## src/rtl/ov5640_cfg_pkg.sv

```systemverilog
// Shared types and constants for the OV5640 power-up / init-table sequencer.
// Holds the state encoding, the reserved register addresses that mark
// table control entries, and the camera-select codes.
package ov5640_cfg_pkg;

   typedef enum logic [3:0] {
      ST_IDLE,
      ST_RST_HOLD,
      ST_POST_WAIT,
      ST_FETCH,
      ST_DECODE,
      ST_REQ,
      ST_ACK_LOW,
      ST_ACK_HIGH,
      ST_DELAY,
      ST_DONE,
      ST_ERROR
   } state_t;

   // Reserved register addresses in the init table
   localparam logic [15:0] REG_END   = 16'hFFFE;
   localparam logic [15:0] REG_DELAY = 16'hFFFF;

   // Camera select codes
   localparam logic [1:0] CAM_BOTH = 2'b00;
   localparam logic [1:0] CAM0     = 2'b01;
   localparam logic [1:0] CAM1     = 2'b10;
   localparam logic [1:0] CAM_NONE = 2'b11;

endpackage

```

## src/rtl/sync_2ff.sv

```systemverilog
// Two-flop synchronizer for a single asynchronous level.
// Ports: clk / rst_n (async, active-low, output clears to 0),
//        d (asynchronous input), q (synchronized output).
module sync_2ff (
   input  logic clk,
   input  logic rst_n,
   input  logic d,
   output logic q
);

   logic meta;

   always_ff @(posedge clk or negedge rst_n) begin
      if (!rst_n) begin
         meta <= 1'b0;
         q    <= 1'b0;
      end else begin
         meta <= d;
         q    <= meta;
      end
   end

endmodule

```

## src/rtl/ov5640_init_sequencer.sv

```systemverilog
// OV5640 power-up and register-table sequencer.
// Sequences PWDN/RESETB, walks a synchronous init ROM of {addr,data} entries
// and hands each write to the SCCB writer over a 4-phase start/ready handshake.
// Ports: xclk_cam/reset_n clock and async reset; start_cfg/cam_sel request;
//        rom_addr/rom_data init ROM; sccb_* writer handshake and payload;
//        select_initial_cam, PWDN, RESETB camera controls; cfg_* status;
//        entries_done count of completed writes.
module ov5640_init_sequencer
   import ov5640_cfg_pkg::*;
#(
   parameter int unsigned ROM_AW          = 8,
   parameter int unsigned RESET_HOLD      = 2500,
   parameter int unsigned POST_RESET_WAIT = 480000,
   parameter int unsigned DELAY_UNIT      = 24000,
   parameter int unsigned ACK_TIMEOUT     = 65535
) (
   input  logic              xclk_cam,
   input  logic              reset_n,
   input  logic              start_cfg,
   input  logic [1:0]        cam_sel,
   output logic [ROM_AW-1:0] rom_addr,
   input  logic [23:0]       rom_data,
   output logic              sccb_start,
   output logic [15:0]       sccb_address,
   output logic [7:0]        sccb_data,
   input  logic              sccb_ready,
   output logic [1:0]        select_initial_cam,
   output logic              PWDN,
   output logic              RESETB,
   output logic              cfg_busy,
   output logic              cfg_done,
   output logic              cfg_error,
   output logic [ROM_AW:0]   entries_done
);

   // One shared counter serves reset hold, post-reset wait, delay units and timeouts
   localparam int unsigned MAX_A   = (RESET_HOLD > POST_RESET_WAIT) ? RESET_HOLD : POST_RESET_WAIT;
   localparam int unsigned MAX_B   = (DELAY_UNIT > ACK_TIMEOUT) ? DELAY_UNIT : ACK_TIMEOUT;
   localparam int unsigned CNT_MAX = (MAX_A > MAX_B) ? MAX_A : MAX_B;
   localparam int unsigned CNT_W   = $clog2(CNT_MAX + 1);

   state_t           state;
   logic [CNT_W-1:0] cnt;
   logic [7:0]       ticks;
   logic [7:0]       tick_target;
   logic             ready_s;
   logic             last_entry_c;

   sync_2ff u_ready_sync (
      .clk   (xclk_cam),
      .rst_n (reset_n),
      .d     (sccb_ready),
      .q     (ready_s)
   );

   // Table never wraps: the final ROM slot ends the run
   assign last_entry_c = (rom_addr == {ROM_AW{1'b1}});

   always_ff @(posedge xclk_cam or negedge reset_n) begin
      if (!reset_n) begin
         state              <= ST_IDLE;
         cnt                <= '0;
         ticks              <= '0;
         tick_target        <= '0;
         rom_addr           <= '0;
         sccb_start         <= 1'b0;
         sccb_address       <= '0;
         sccb_data          <= '0;
         select_initial_cam <= CAM_NONE;
         PWDN               <= 1'b1;
         RESETB             <= 1'b0;
         cfg_busy           <= 1'b0;
         cfg_done           <= 1'b0;
         cfg_error          <= 1'b0;
         entries_done       <= '0;
      end else begin
         case (state)
            ST_IDLE, ST_DONE, ST_ERROR: begin
               if (start_cfg) begin
                  cnt      <= '0;
                  cfg_done <= 1'b0;
                  if (cam_sel == CAM_NONE) begin
                     cfg_error <= 1'b1;
                     state     <= ST_ERROR;
                  end else begin
                     select_initial_cam <= cam_sel;
                     cfg_error          <= 1'b0;
                     entries_done       <= '0;
                     rom_addr           <= '0;
                     PWDN               <= 1'b0;
                     RESETB             <= 1'b0;
                     cfg_busy           <= 1'b1;
                     state              <= ST_RST_HOLD;
                  end
               end
            end
            ST_RST_HOLD: begin
               if (cnt == CNT_W'(RESET_HOLD - 1)) begin
                  RESETB <= 1'b1;
                  cnt    <= '0;
                  state  <= ST_POST_WAIT;
               end else begin
                  cnt <= cnt + 1'b1;
               end
            end
            ST_POST_WAIT: begin
               if (cnt == CNT_W'(POST_RESET_WAIT - 1)) begin
                  cnt   <= '0;
                  state <= ST_FETCH;
               end else begin
                  cnt <= cnt + 1'b1;
               end
            end
            ST_FETCH: begin
               cnt   <= '0;
               state <= ST_DECODE;
            end
            ST_DECODE: begin
               cnt <= '0;
               if (rom_data[23:8] == REG_END) begin
                  cfg_busy <= 1'b0;
                  cfg_done <= 1'b1;
                  state    <= ST_DONE;
               end else if (rom_data[23:8] == REG_DELAY) begin
                  tick_target <= rom_data[7:0];
                  ticks       <= '0;
                  state       <= ST_DELAY;
               end else begin
                  // Payload loads here and start rises on entry to REQ
                  sccb_address <= rom_data[23:8];
                  sccb_data    <= rom_data[7:0];
                  sccb_start   <= 1'b1;
                  state        <= ST_REQ;
               end
            end
            ST_REQ: begin
               cnt   <= '0;
               state <= ST_ACK_LOW;
            end
            ST_ACK_LOW: begin
               if (!ready_s) begin
                  sccb_start <= 1'b0;
                  cnt        <= '0;
                  state      <= ST_ACK_HIGH;
               end else if (cnt == CNT_W'(ACK_TIMEOUT - 1)) begin
                  sccb_start <= 1'b0;
                  cfg_busy   <= 1'b0;
                  cfg_error  <= 1'b1;
                  cnt        <= '0;
                  state      <= ST_ERROR;
               end else begin
                  cnt <= cnt + 1'b1;
               end
            end
            ST_ACK_HIGH: begin
               cnt <= '0;
               if (ready_s) begin
                  entries_done <= entries_done + 1'b1;
                  if (last_entry_c) begin
                     cfg_busy <= 1'b0;
                     cfg_done <= 1'b1;
                     state    <= ST_DONE;
                  end else begin
                     rom_addr <= rom_addr + 1'b1;
                     state    <= ST_FETCH;
                  end
               end else if (cnt == CNT_W'(ACK_TIMEOUT - 1)) begin
                  cfg_busy  <= 1'b0;
                  cfg_error <= 1'b1;
                  state     <= ST_ERROR;
               end else begin
                  cnt <= cnt + 1'b1;
               end
            end
            ST_DELAY: begin
               // cnt counts cycles within one tick; ticks counts elapsed ticks
               if (ticks == tick_target) begin
                  cnt <= '0;
                  if (last_entry_c) begin
                     cfg_busy <= 1'b0;
                     cfg_done <= 1'b1;
                     state    <= ST_DONE;
                  end else begin
                     rom_addr <= rom_addr + 1'b1;
                     state    <= ST_FETCH;
                  end
               end else if (cnt == CNT_W'(DELAY_UNIT - 1)) begin
                  cnt   <= '0;
                  ticks <= ticks + 1'b1;
               end else begin
                  cnt <= cnt + 1'b1;
               end
            end
            default: begin
               cnt   <= '0;
               state <= ST_IDLE;
            end
         endcase
      end
   end

endmodule

```

## config.mk

```make
export PLATFORM = sky130hd
export DESIGN_NAME = ov5640_init_sequencer
export DESIGN_NICKNAME = d
export VERILOG_FILES = /design/src/rtl/ov5640_cfg_pkg.sv /design/src/rtl/sync_2ff.sv /design/src/rtl/ov5640_init_sequencer.sv
export SDC_FILE = /design/constraint.sdc
export NUM_CORES = 1
export LEC_CHECK = 0
export CAP_MARGIN = 20
export CELL_PAD_IN_SITES_DETAIL_PLACEMENT = 1
export CELL_PAD_IN_SITES_GLOBAL_PLACEMENT = 2
export CORE_ASPECT_RATIO = 1.5
export CORE_MARGIN = 5
export CORE_UTILIZATION = 35
export CTS_CLUSTER_DIAMETER = 150
export DETAILED_ROUTE_END_ITERATION = 6
export PLACE_DENSITY = 0.8
export SETUP_SLACK_MARGIN = 0.3
export SLEW_MARGIN = 20
export SYNTH_ARGS = -nofsm -noshare
export SYNTH_HDL_FRONTEND = slang
export SYNTH_HIERARCHICAL = 1
export SYNTH_SLANG_ARGS = --single-unit
```

## constraint.sdc

```tcl
create_clock -name xclk_cam -period 4.5 [get_ports xclk_cam]
set_input_delay 1.125 -clock xclk_cam [delete_from_list [all_inputs] [get_ports xclk_cam]]
set_output_delay 1.125 -clock xclk_cam [all_outputs]
set_load 0.01 [all_outputs]
```

; ---- Word-level counts from Yosys, hierarchy flattened
; Index checks and enable logic that the tools add are counted.
[classes]
addsub = 4
multipliers = 0
div_mod_pow = 0
order_cmp = 0
n_eq_ne = 34
shift = 0
mux = 66
bitwise_logic = 3
n_reduce_logical = 22
[op_table]
columns = cell, n
row1 = two-way mux 19 bit, 8
row2 = one-hot mux 19 bit (6 select lines), 1
row3 = two-way mux 8 bit, 9
row4 = two-way mux 4 bit, 11
row5 = one-hot mux 4 bit (9 select lines), 1
row6 = == test 16 bit (second input constant), 2
row7 = two-way mux 9 bit, 3
row8 = two-way mux 1 bit, 25
row9 = inequality test 2 bit (second input constant), 12
row10 = one-hot mux 8 bit (3 select lines), 1
row11 = AND reduction 4 bit, 5
row12 = adder 19 x 1 -> 19 bit (second input constant), 1
row13 = == test 19 x 12 -> 1 bit (second input constant), 1
row14 = == test 19 x 15 -> 1 bit (second input constant), 1
row15 = == test 19 x 16 -> 1 bit (second input constant), 1
row16 = == test 19 bit (second input constant), 1
row17 = one-hot mux 9 bit (2 select lines), 1
row18 = adder 8 x 1 -> 8 bit (second input constant), 2
row19 = == test 4 x 3 -> 1 bit (second input constant), 4
row20 = one-hot mux 8 bit (2 select lines), 1
row21 = AND reduction 5 bit, 3
row22 = == test 4 bit (second input constant), 3
row23 = adder 9 x 1 -> 9 bit (second input constant), 1
row24 = AND reduction 3 bit, 3
row25 = 19 further kinds, 28
[totals]
register_bits = 90
latchBits = 0
mem_bits_rw = 0
romBits = 0
inputBits = 30
output_inout_bits = 49
word_cells = 146
n_memories = 0

; ---- Longest topological paths before layout
[depth]
word_depth = 4
mapped_depth = 8
ltp_nobuf = 7

; ---- By module
; The synthesis kept the hierarchy.
[by_module_without_submodules]
columns = mod, n_inst, cells_per_inst, area_per_inst_um2, seq_area_each_um2
row1 = ov5640_init_sequencer, 1, 476, 4727.0, 2205.9
row2 = sync_2ff, 1, 2, 50.0, 50.0

; ---- Least setup slack after synthesis
; No wires, ideal clock.
[synth_timing]
path_type = input port to flip-flop
startpoint = input rom_data[15]
endpoint = register ticks[7]
setup_ns = 0.123
t_arrival_ns = 2.525
required_ns = 4.377
path_slack_ns = 1.852
cell_stages = 6
n_path_buf = 0
path_cell_list = nand4_1 nor4_2 nand3_1 a2111oi_4 a31o_2 a21oi_1
[synth_via]
elab_chain_cells = 3
word_cells_on_any_way = 5
cone_classes = 4 x eq/ne / 1 x reduce/logical
[synth_rtl]
columns = element, line
row1 = start: declaration, ov5640_init_sequencer.sv:22  ; input logic [23:0] rom_data,
row2 = == test 16 bit (on tied branches), "ov5640_init_sequencer.sv:124, ov5640_init_sequencer.sv:120"
row3 = inequality test 2 bit (no line), -
row4 = AND reduction 5 bit (no line) (*), -
row5 = end signal: assignment, ov5640_init_sequencer.sv:189  ; ticks <= ticks + 1'b1;
row6 = end: declaration, ov5640_init_sequencer.sv:44  ; logic [7:0] ticks;
; Every way passes the cells marked *; elsewhere a longest branch is shown, timed or not.
; A chain may end at the register's enable or synchronous reset.

; ---- Worst setup path after layout
; Ends and elaborated chain as after synthesis.

==> metrics.txt <==
status=completed; sequential share of the synthesized area=47.2%; crit-path cells=clkdlybuf4s50_1, nand4_1, nor4_2, buf_4, nand3_1, a2111oi_4, nand4_1, a21oi_1; total area of sequential cells=2260 sq um; Initial Utilization=35.5%; Clock Latency Late Sink=350 ps; nets=590; share of cells above drive strength 1=between 10% and 20%; setup TNS=0 ps; post-synthesis cell type count=69; Clock Sink Count=90; total number of yosys warnings=6; Peak VDD IR=291 uV; ant diodes=0; FILL cells=1502; Root Buffer=clkbuf_16; Max FO, Critical Path=11; #FFs+latches synth=90; pwr/cell area=562 nW/um^2; Worst Setup End Kind=flop; Synth Instances=roughly 480; Clock transition at path regs=70 ps; hold_buf cts=0; Crit Path Category=in2reg; FFs w/ async S/R, synth=100%; hpwl dp=between 10 and 15 mm; Buffers on Ports=78; Final Max Slew Viols=0; residual DRC count=0; DRT Wirelength=13.6 mm; initial antenna violation count=0; chip width=105 microns; Critical Path RT=4780 ps; Cells after DPL=706; Top cell by count, worst path=nand4_1; Worst slew margin=44.4%; Startpoint Class=input port; die height=roughly 150 microns; IO Pins=79; Fmax achieved=319 MHz; core area=13500 sq um; Bufs on Longest Clock Path=2; Setup violations, final=0; total CTS buffers=9; # Max-Cap Violations=0; # resized after CTS=0; Overflow after GRT=0; routed len/inst=18.8 microns; Synth-to-Final Area Change=25.7%; most frequent cells in the layout=dfrtp_1 (87), clkdlybuf4s50_1 (77), nand2_1 (52), nor2_1 (39), nand3_1 (24); Worst path max stage delay=510 ps; Pre-antenna DRT Iters=5; area of the multi-input gates=about 2400 sq um; post-detailed-route count of antenna-violating nets=0; Worst-Margin Slew=831 ps; Synth Area per Inst=9.99 sq um; crit path DAT=3410 ps; vias in the first global route=about 4300; Synth Cell Area=around 4800 sq um; Setup Fix Bufs, Post-CTS=0; Post-Route Skew=9.46 ps; Layout Cells excl Fill=722; path category of the worst min-delay check=reg2reg; Vias/cell=5.50; H-tree Lvls=3; commonest non-fill, non-tap cell in the layout=dfrtp_1; unrepaired setup endpoints after global routing=no; GPL Wtd Cong=0.801; initial DRC count=101; row count=52; CTS tree=done; leakage power=approximately 2.4 nW; prevailing post-synth register cell=dfrtp_1; overall routing resource usage=roughly 17%; Period minus WS final=3130 ps; crit share post-route=69.6%; first-pass GRT wire length=between 20 and 25 mm; die area=16100 sq um; syn_nets=513; critical path's slowest cell=a2111oi_4; detailed-route via count=a little under 4000; number of enable flip-flop cells after synthesis=0; Final Hold Fails=0; largest net degree at the start of global routing=42
[power by group]
part | internal [W] | switching [W] | total, W | leakage, nW
logic | 0.000683 | 0.000683 | 0.00137 | 1.15
clock network | 0.000404 | 0.000360 | 0.000764 | 0.144
registers | 0.00102 | 0.000221 | 0.00124 | 1.13
[per-stage QoR]
stage                     util (%)  instance area [sq um]  power [W]  hold slack (ps)  setup slack [ps]
final                         44.6                   6010    0.00337              374              1370
after global routing          44.6                   6010    0.00360              385              1250
after CTS                     44.6                   6010    0.00343              374              1350
after detailed placement      42.4                   5710    0.00265              359               990
after global placement        42.4                   5710    0.00261              343              1010
after floorplan                  -                   4780    0.00203              331              1850
[final cells by class]
type | instances | share of cell area (%)
Clock buffer | 10 | 3.98
Clock inverter | 6 | 0.938
Inverter | 5 | 0.313
Multi-Input combinational cell | 366 | 40.3
Sequential cell | 90 | 37.6
Tap cell | 162 | 3.37
Timing Repair Buffer | 83 | 13.6
[worst max-delay path: cells and delay by family]
kind                   cells  cell delay (ps)
buffers and inverters      2              680
and+or+nand+nor            4              940
AOI/OAI and AO/OA          2              660
[flip-flops by register name, summed over array words and instances (netlist names), 2 cells and up]
register,flops
sccb_address,16
rom_addr,8
sccb_data,8
select_initial_cam,2
state,4
cnt,19
entries_done,9
tick_target,8
ticks,8
[Yosys cell counts (all sizes together) (4+ instances only)]
cell | n | area, sq um
nand2b | 7 | 43.8
nand3 | 24 | 120
nor3 | 17 | 101
ha | 5 | 62.6
and4 | 4 | 35.0
dfrtp | 87 | 2180
o21ai | 28 | 148
mux2i | 4 | 52.6
nand4 | 17 | 106
xnor2 | 22 | 193
xor2 | 11 | 96.3
and3 | 13 | 81.3
inv | 5 | 18.8
mux2 | 23 | 259
a21oi | 18 | 90.1
or3 | 6 | 37.5
nand2 | 52 | 195
a211oi | 4 | 30.0
buf | 8 | 53.8
nor4 | 6 | 43.8
clkbuf | 9 | 33.8
nor2 | 52 | 230
and2 | 5 | 31.3
[per-layer routing]
layer  wire, microns  vias to the layer above  GRT usage (%)
li1                -                     1882              -
met5               0                        -              0
met1            5290                     1994           19.1
met2            7490                       71           32.3
met4             325                        0           6.00
met3             467                       23           3.42
[worst paths after layout]
check,from,end,slack (ps),depth (start not counted)
worst max-delay path,rom_data[15],ticks[7]$_DFFE_PN0P_,1370,8
worst min-delay path,u_ready_sync/meta$_DFF_PN0_,u_ready_sync/q$_DFF_PN0_,370,0
worst max register to register,cnt[0]$_DFFE_PN0N_,cnt[5]$_DFFE_PN0N_,1600,7
worst min register to register,u_ready_sync/meta$_DFF_PN0_,u_ready_sync/q$_DFF_PN0_,370,0
max in group asynchronous,reset_n,select_initial_cam[1]$_DFFE_PN1P_,2880,2
min in group asynchronous,reset_n,entries_done[6]$_DFFE_PN0P_,770,1
[logic make-up after synthesis]
family	count (synthesis)	share of synthesized area (%)
compound gates	82	12.1
xor+xnor	33	6.05
fa+ha+maj	5	1.31
buf+inv	22	2.23
flops	90	47.2
mux	27	6.52
simple gates	219	24.6
No activity file was read; power rests on OpenSTA's default activity.
